File: src/rtl/ksa32_arb_pkg.sv
// Shared types and constants for the ksa32 arbiter slice.
// Holds the FSM state encoding, the datapath width and a clog2 helper.
package ksa32_arb_pkg;

    localparam int DATA_W = 32;

    typedef enum logic [1:0] {
        IDLE = 2'd0,
        EXEC = 2'd1,
        RESP = 2'd2
    } state_t;

    function automatic int clog2(input int n);
        int r;
        r = 0;
        while ((1 << r) < n) begin
            r++;
        end
        return r;
    endfunction

endpackage

File: src/rtl/KSA32_top.sv
// 32-bit Kogge-Stone adder, carry-in tied to zero.
// Ports: A, B operands; SUM = A+B mod 2^32; COUT carry out of bit 31;
//        OVERFLOW signed overflow of the two's-complement add.
module KSA32_top (
    input  logic [31:0] A,
    input  logic [31:0] B,
    output logic [31:0] SUM,
    output logic        COUT,
    output logic        OVERFLOW
);

    // Generate/propagate prefix trees, one row per doubling distance.
    logic [31:0] g [0:5];
    logic [31:0] p [0:5];

    always_comb begin
        g[0] = A & B;
        p[0] = A ^ B;
        for (int l = 1; l < 6; l++) begin
            for (int i = 0; i < 32; i++) begin
                if (i >= (1 << (l - 1))) begin
                    g[l][i] = g[l-1][i]
                            | (p[l-1][i] & g[l-1][i - (1 << (l - 1))]);
                    p[l][i] = p[l-1][i] & p[l-1][i - (1 << (l - 1))];
                end else begin
                    g[l][i] = g[l-1][i];
                    p[l][i] = p[l-1][i];
                end
            end
        end
    end

    // g[5][i] is the carry out of bit i; bit 0 has no carry in.
    assign SUM      = p[0] ^ {g[5][30:0], 1'b0};
    assign COUT     = g[5][31];
    assign OVERFLOW = (A[31] == B[31]) && (SUM[31] != A[31]);

endmodule

File: src/rtl/ksa32_arbiter_rr_pick.sv
// Round-robin picker: first set bit of req at or after ptr, wrapping.
// Ports: req request vector, ptr search start; grant chosen index,
//        any_valid high when any request bit is set.
import ksa32_arb_pkg::*;

module rr_pick #(
    parameter int NUM_REQ = 4,
    parameter int ID_W    = 2
) (
    input  logic [NUM_REQ-1:0] req,
    input  logic [ID_W-1:0]    ptr,
    output logic [ID_W-1:0]    grant,
    output logic               any_valid
);

    // Rotate by ptr, priority-encode, then map back to an absolute index.
    always_comb begin
        int  idx;
        logic found;
        grant     = '0;
        found     = 1'b0;
        any_valid = |req;
        for (int k = 0; k < NUM_REQ; k++) begin
            idx = int'(ptr) + k;
            if (idx >= NUM_REQ) begin
                idx = idx - NUM_REQ;
            end
            if (!found && req[idx]) begin
                found = 1'b1;
                grant = ID_W'(idx);
            end
        end
    end

endmodule

File: src/rtl/ksa32_arbiter.sv
// Shares one KSA32_top adder among NUM_REQ requesters (round robin).
// Ports: clk, rst (sync, active high); req_valid/req_ready/req_a/req_b
//        per-requester handshake and packed operands; rsp_valid/
//        rsp_ready/rsp_sum/rsp_cout/rsp_overflow/rsp_id response port;
//        busy (not IDLE); ops_done (accepted responses, wrapping).
import ksa32_arb_pkg::*;

module ksa32_arbiter #(
    parameter int NUM_REQ = 4,
    parameter int ID_W    = 2,
    parameter int CNT_W   = 16
) (
    input  logic                      clk,
    input  logic                      rst,
    input  logic [NUM_REQ-1:0]        req_valid,
    output logic [NUM_REQ-1:0]        req_ready,
    input  logic [NUM_REQ*DATA_W-1:0] req_a,
    input  logic [NUM_REQ*DATA_W-1:0] req_b,
    output logic                      rsp_valid,
    input  logic                      rsp_ready,
    output logic [DATA_W-1:0]         rsp_sum,
    output logic                      rsp_cout,
    output logic                      rsp_overflow,
    output logic [ID_W-1:0]           rsp_id,
    output logic                      busy,
    output logic [CNT_W-1:0]          ops_done
);

    if (ID_W != clog2(NUM_REQ)) begin : g_bad_id_w
        $error("ID_W must equal clog2(NUM_REQ)");
    end

    state_t            state;
    state_t            state_nxt;
    logic [ID_W-1:0]   rr_ptr;
    logic [ID_W-1:0]   grant;
    logic              any_valid;
    logic [DATA_W-1:0] sel_a;
    logic [DATA_W-1:0] sel_b;
    logic [DATA_W-1:0] op_a;
    logic [DATA_W-1:0] op_b;
    logic [ID_W-1:0]   op_id;
    logic [ID_W-1:0]   ptr_nxt;
    logic [DATA_W-1:0] add_sum;
    logic              add_cout;
    logic              add_ovf;

    rr_pick #(
        .NUM_REQ (NUM_REQ),
        .ID_W    (ID_W)
    ) u_pick (
        .req       (req_valid),
        .ptr       (rr_ptr),
        .grant     (grant),
        .any_valid (any_valid)
    );

    // Adder sees registered operands only, never the request bus.
    KSA32_top u_add (
        .A        (op_a),
        .B        (op_b),
        .SUM      (add_sum),
        .COUT     (add_cout),
        .OVERFLOW (add_ovf)
    );

    // Operand mux for the granted slice.
    always_comb begin
        sel_a = '0;
        sel_b = '0;
        for (int i = 0; i < NUM_REQ; i++) begin
            if (grant == ID_W'(i)) begin
                sel_a = req_a[i*DATA_W +: DATA_W];
                sel_b = req_b[i*DATA_W +: DATA_W];
            end
        end
    end

    assign ptr_nxt = (grant == ID_W'(NUM_REQ - 1)) ? '0 : grant + 1'b1;

    // State register.
    always_ff @(posedge clk) begin
        if (rst) begin
            state <= IDLE;
        end else begin
            state <= state_nxt;
        end
    end

    // Next-state logic.
    always_comb begin
        state_nxt = state;
        case (state)
            IDLE:    if (any_valid) state_nxt = EXEC;
            EXEC:    state_nxt = RESP;
            RESP:    if (rsp_ready) state_nxt = IDLE;
            default: state_nxt = IDLE;
        endcase
    end

    // Outputs: grant strobe only in IDLE and never during reset.
    always_comb begin
        req_ready = '0;
        busy      = (state != IDLE);
        if (state == IDLE && !rst && any_valid) begin
            for (int i = 0; i < NUM_REQ; i++) begin
                req_ready[i] = (grant == ID_W'(i));
            end
        end
    end

    // Datapath registers.
    always_ff @(posedge clk) begin
        if (rst) begin
            rr_ptr       <= '0;
            op_a         <= '0;
            op_b         <= '0;
            op_id        <= '0;
            rsp_valid    <= 1'b0;
            rsp_sum      <= '0;
            rsp_cout     <= 1'b0;
            rsp_overflow <= 1'b0;
            rsp_id       <= '0;
            ops_done     <= '0;
        end else begin
            case (state)
                IDLE: begin
                    if (any_valid) begin
                        op_a   <= sel_a;
                        op_b   <= sel_b;
                        op_id  <= grant;
                        rr_ptr <= ptr_nxt;
                    end
                end
                EXEC: begin
                    rsp_sum      <= add_sum;
                    rsp_cout     <= add_cout;
                    rsp_overflow <= add_ovf;
                    rsp_id       <= op_id;
                    rsp_valid    <= 1'b1;
                end
                RESP: begin
                    if (rsp_ready) begin
                        rsp_valid <= 1'b0;
                        ops_done  <= ops_done + 1'b1;
                    end
                end
                default: ;
            endcase
        end
    end

endmodule
File: config.mk
export PLATFORM = sky130hd
export DESIGN_NAME = ksa32_arbiter
export DESIGN_NICKNAME = d
export VERILOG_FILES = /design/src/rtl/ksa32_arb_pkg.sv /design/src/rtl/KSA32_top.sv /design/src/rtl/ksa32_arbiter_rr_pick.sv /design/src/rtl/ksa32_arbiter.sv
export SDC_FILE = /design/constraint.sdc
export NUM_CORES = 1
export LEC_CHECK = 0
export BUFFER_PORTS_ARGS = -buffer_cell sky130_fd_sc_hd__buf_2
export CAP_MARGIN = 0
export CORE_MARGIN = 4
export CORE_UTILIZATION = 50
export DETAILED_ROUTE_END_ITERATION = 6
export GPL_TIMING_DRIVEN = 1
export PLACE_DENSITY_LB_ADDON = 0.12
export SYNTH_ARGS = -nofsm -noshare
export SYNTH_HDL_FRONTEND = slang
export SYNTH_SLANG_ARGS = --single-unit
File: constraint.sdc
create_clock -name clk -period 2.8 [get_ports clk]
set_input_delay 0.14 -clock clk [delete_from_list [all_inputs] [get_ports clk]]
set_output_delay 0.14 -clock clk [all_outputs]
set_load 0.01 [all_outputs]
After elaboration in Yosys (flattened, before gate mapping)
Cells that the tools add are included. W data, S select, Z words.

Register bits: 123. Output and inout bits: 58. Input port bits: 263. Logic and storage cells: 453.

Bitwise logic cells: 359. Reductions and logical operators: 19. Equal/unequal tests: 9. Mux-type cells: 38. $add $sub $neg: 9. $lt $le $gt $ge: 8.

Operators by type and width (count): $mux W32 (12); $and A1 B1 Y1 (227); $or A1 B1 Y1 (129); $lt A32 B4 Y1 const B (4); $ge A32 B4 Y1 const B (3); $sub A32 B4 Y32 const B (3); $xor A32 B32 Y32 (2); $and A32 B32 Y32 (1); $add A16 B1 Y16 const B (1); $mux W2 (7); $mux W1 (12); $bmux W1 S2 (4); $reduce_and A2 Y1 (4); $add A2 B2 Y3 const B (2); $eq A2 B2 Y1 const B (3); $logic_and A1 B1 Y1 (6); $pmux W2 S3 (1); $eq A2 B1 Y1 const B (2); $logic_not A1 Y1 (4); $logic_not A2 Y1 (2); $mux W4 (1); $ne A2 B2 Y1 const B (2); $reduce_bool A2 Y1 (2); $reduce_or A4 Y1 (1); 7 further kinds (7).

Longest topological paths before layout
Word-level depth: 20. Depth in mapped cells: 15. Gate-level depth less buffers: 13.

By module
Synthesis repeated with hierarchy kept, for this count alone.

Cells, all modules: 1082. Area total of the unflattened synthesis: 8206.6 µm².

Modules (own cells, without submodules): ksa32_arbiter (cells an instance 797, times used 1, area each 6163.4 µm²); KSA32_top (cells an instance 270, times used 1, area each 1965.6 µm²); rr_pick (cells an instance 15, times used 1, area each 77.6 µm²).

Worst setup path after synthesis
OpenSTA, ideal clock, no wires.

Path kind: reg2reg. Start: reg rr_ptr[0]. End: reg op_b[10]. Buffers on the path: 2. Data arrival time: 2.175 ns. Slack: 0.497 ns. Setup time: 0.128 ns. Cell stages (with the launch flop): 16. Cells stage by stage: dfxtp_1 nor2b_1 a21oi_1 o22ai_1 a21oi_1 inv_1 ha_1 nor2b_1 clkbuf_1 clkbuf_1 a22oi_1 nor2_1 a21oi_1 o211ai_1 o21ai_0 nor2_1.

Cells in the longest elaborated chain, start to end: 20. Elaborated cells between the ends (all ways): 48. Those cells by class: add/sub: 7; order compare: 4; eq/ne: 3; mux: 27; reduce/logical: 7.

Ends and longest elaborated chain: from (decl) (RTL line ksa32_arbiter.sv:35) `logic [ID_W-1:0] rr_ptr;`; from (signal assigned) (RTL line ksa32_arbiter.sv:132) `rr_ptr <= ptr_nxt;`; parallel branches: the longest is 14 deep, another holds $sub A32 B4 Y32; $mux W2 (*) (RTL line ksa32_arbiter_rr_pick.sv:28) `if (!found && req[idx]) begin`; net grant[0] (RTL line ksa32_arbiter.sv:36) `logic [ID_W-1:0] grant;`; $logic_not A2 Y1 (RTL line ksa32_arbiter.sv:72) `if (grant == ID_W'(i)) begin`; $mux W32 (3 in series) (RTL line ksa32_arbiter.sv:72); $mux W32 (*) (RTL line ksa32_arbiter.sv:72); to (signal assigned) (RTL line ksa32_arbiter.sv:130) `op_b <= sel_b;`; to (decl) (RTL line ksa32_arbiter.sv:41) `logic [DATA_W-1:0] op_b;`.

Mark *: on every way through the listed nets, which the timed path passes. The select of a mux whose other input is x is not followed. A chain may end at the register's enable or synchronous reset.

Worst setup path in the final report
Start: reg rr_ptr[1]. End: reg op_a[0].

Cells in the longest elaborated chain, start to end: 20. Elaborated cells between the ends (all ways): 48. Those cells by class: add/sub: 7; order compare: 4; eq/ne: 3; mux: 27; reduce/logical: 7.

Ends and longest elaborated chain: parallel branches: the longest is 14 deep, another holds $sub A32 B4 Y32; $mux W2 (*) (RTL line ksa32_arbiter_rr_pick.sv:28); net grant[1] (RTL line ksa32_arbiter.sv:36); $logic_not A2 Y1 (RTL line ksa32_arbiter.sv:72); $mux W32 (3 in series) (RTL line ksa32_arbiter.sv:72); $mux W32 (*) (RTL line ksa32_arbiter.sv:72); to (signal assigned) (RTL line ksa32_arbiter.sv:129) `op_a <= sel_a;`; to (decl) (RTL line ksa32_arbiter.sv:40) `logic [DATA_W-1:0] op_a;`.

Marks and branches as above.

==> metrics <==
final core utilization=0.6727; share of layout cells above drive strength 1=0.2727; Max Freq=0.3899 GHz; WS Path Type=flop to flop; setup TNS=0 ns; Die Span Y=134.3 µm; total wire length=27530 µm; YS warnings=0; final cell count without fillers=1619; Mapped Avg Cell Area=7.088 µm²; LEAKAGE=4.665 nW; I/O Buffers=320; leading register cell type out of synthesis=dfxtp_1; Routed Antenna Nets=0; CP Max Fanout=40; Worst Tran Pin Value=0.7759 ns; Final Setup Violations=0; Worst setup SP type=flop; Initial Util=0.5174; synthesis-stage register bit count=123; Routed met3 length=2014 µm; die width=134.3 µm; Clk Latency, worst-skew pair=0.42 ns; CTS tree=yes; leading area contributor after synthesis=dfxtp_1; Syn Inst Count=1126; status=finished clean; min-delay worst type=input port to flop; Clk pin slew, worst setup/hold paths=0.06 ns; TritonCTS Buffers=17; placed cells=1587; Synth area leaders=dfxtp_1 (31%), nor2_1 (8.2%), a21oi_1 (7.8%); commonest non-fill, non-tap cell in the layout=buf_2; Final Max Tran Viols=0; CP Capture Type=flop; vias=9109; initial antenna violation count=1; Synth-to-Final Area Change=30.04%; max-cap violation count=0; PwrDens=714.2 nW/µm²; max incr delay on CP=0.40 ns; sequential element share of the synthesized area=0.3085; core area=15430 µm²; largest net degree at the start of global routing=136; root buffer cell=clkbuf_16; Synthesized Nets=1427; Antenna diodes=0; Relative slew margins=0.4827; DR top layer=met5; DRC Markers=0; Peak VDD IR=0.5110 mV; clk buf depth=2; RSZ-0062 raised after global routing=false; Total Nets Final=1696; Worst Path Arrival=2.92 ns; Final Cycle Share=0.9160; vias in the first global route=8452; critical path, cell by cell=nand2_1 -> nand2_1 -> a21oi_1 -> o22a_1 -> inv_1 -> ha_1 -> nor2b_4 -> buf_12 -> a22oi_1 -> nor2_1 -> a21oi_1 -> o211ai_1 -> o21ai_0 -> nor2_1; Clock H-tree levels=4; most frequent cells in the layout=buf_2 (319), nor2_1 (173), nand2_1 (155); HPWL Detailed=21260 µm; Clock Sinks=123; router iterations before antenna repair=5; wl on met1=12240 µm; All-Layer GR Usage=0.2943; vias per cell=5.626; Mapped Area=7981 µm²; Die ar.=18050 µm²; clock skew=0.006128 ns; hold_buf cts=0; top-area cell type share of the netlist area=0.3085; row count=45; Fill cells=1437; post-layout min period=2.565 ns; Hold Fails Final Rpt=0; Post-synth EDFFs=0; Worst EP required=3.16 ns; first-pass GRT wire length=43060 µm; initial detailed-routing violation count=717; met2 routed WL=12840 µm; Avg WL per Cell=17.00 µm; IO Pins=321; ys async rst share=0; GR Overflow Total=0; crit path max-delay cell type=dfxtp_1; Cell variety after synth=56; gp weighted congestion=0.9503
[through the flow]
step,hold slack [ns],power [mW],area [µm²],setup slack (ns)
after floorplan,0.3660,4.146,7981,0.4974
after global placement,0.4366,5.055,9743,0.2476
after detailed placement,0.4437,5.082,9743,0.2176
final,0.06396,7.413,10380,0.2351
after global routing,0.1146,7.883,10380,0.01728
after CTS,0.05012,7.404,10370,0.1923
[registers in the layout, summed over array words and instances (netlist names)]
| register | cells |
|---|---|
| op_a | 32 |
| op_b | 32 |
| rsp_sum | 32 |
| ops_done | 16 |
| op_id | 2 |
| rr_ptr | 2 |
| rsp_id | 2 |
| state | 2 |
| rsp_cout | 1 |
| rsp_overflow | 1 |
| rsp_valid | 1 |
[report_power, final]
part / switching, mW / internal, mW / leakage [nW] / total [mW]
Sequential: 0.189 / 2.02 / 1.01 / 2.21
Clock: 0.832 / 1.48 / 0.301 / 2.31
Combinational: 1.76 / 1.13 / 3.35 / 2.89
Total: 2.78 / 4.63 / 4.66 / 7.41
[critical path: cells and delay by family (launching register included)]
| kind | cells | cell delay [ns] |
|---|---|---|
| buffers and inverters | 2 | 0.33 |
| adders and majority gates | 1 | 0.20 |
| and+or+nand+nor | 5 | 0.53 |
| AOI/OAI and AO/OA | 6 | 1.00 |
| DFF | 1 | 0.40 |
[path summary, 6_finish.rpt]
check	end	cells past startpoint	slack [ns]	from
hold reg to reg	rsp_sum[31]	2	0.45	rsp_sum[31]
setup reg to reg	op_a[0]	14	0.24	rr_ptr[1]
setup / recovery	op_a[0]	14	0.24	rr_ptr[1]
hold / removal	state[1]	4	0.06	rsp_ready
[repair_timing]
| item | CTS | global route |
|---|---|---|
| resized for setup | 0 | 2 |
| endpoints found under the setup margin | 0 | 2 |
| setup buffers | 0 | 0 |
[routing by layer]
| layer | up-vias | global-route usage |
|---|---|---|
| met2 | 372 | 0.4849 |
| li1 | 4578 | - |
| met4 | 2 | 0.07296 |
| met3 | 35 | 0.04951 |
| met5 | - | 0 |
| met1 | 4122 | 0.4024 |
[cell usage after synthesis, types with 3 or more instances]
library cell / number
and3_1: 14
xnor2_1: 9
o211ai_1: 66
or3_1: 8
a31oi_1: 9
buf_2: 6
o21bai_1: 3
nor2b_1: 6
nand4_1: 9
ha_1: 37
nor3_1: 7
nand3b_1: 3
clkbuf_1: 72
nor2_1: 174
a21oi_1: 124
o21ai_1: 8
a22oi_1: 63
dfxtp_1: 123
o21ai_0: 91
mux2i_1: 3
o22ai_1: 7
nor4_1: 3
inv_1: 16
o21a_1: 6
xor2_1: 24
a21o_1: 5
buf_1: 8
nand3_1: 19
a211oi_1: 6
nand2_1: 155
o31ai_1: 4
[layout make-up]
| cell class | instances | area [µm²] | area share |
|---|---|---|---|
| Clock buffer | 21 | 470.5 | 0.04533 |
| Multi-Input combinational cell | 900 | 5166 | 0.4978 |
| Inverter | 16 | 60.06 | 0.005787 |
| Clock inverter | 11 | 157.7 | 0.01519 |
| Tap cell | 211 | 264.0 | 0.02544 |
| Sequential cell | 123 | 2462 | 0.2373 |
| Timing Repair Buffer | 337 | 1798 | 0.1732 |
[cell families after synthesis]
| logic type | share of synthesized area |
|---|---|
| AO/OA/AOI/OAI | 0.3212 |
| flip-flops | 0.3085 |
| adder cells (fa/ha/maj) | 0.06051 |
| XOR/XNOR | 0.03621 |
| AND/OR/NAND/NOR | 0.2181 |
| multiplexers | 0.005173 |
| buffers and inverters | 0.05032 |
Note: power is estimated with default switching activity, not from simulation.
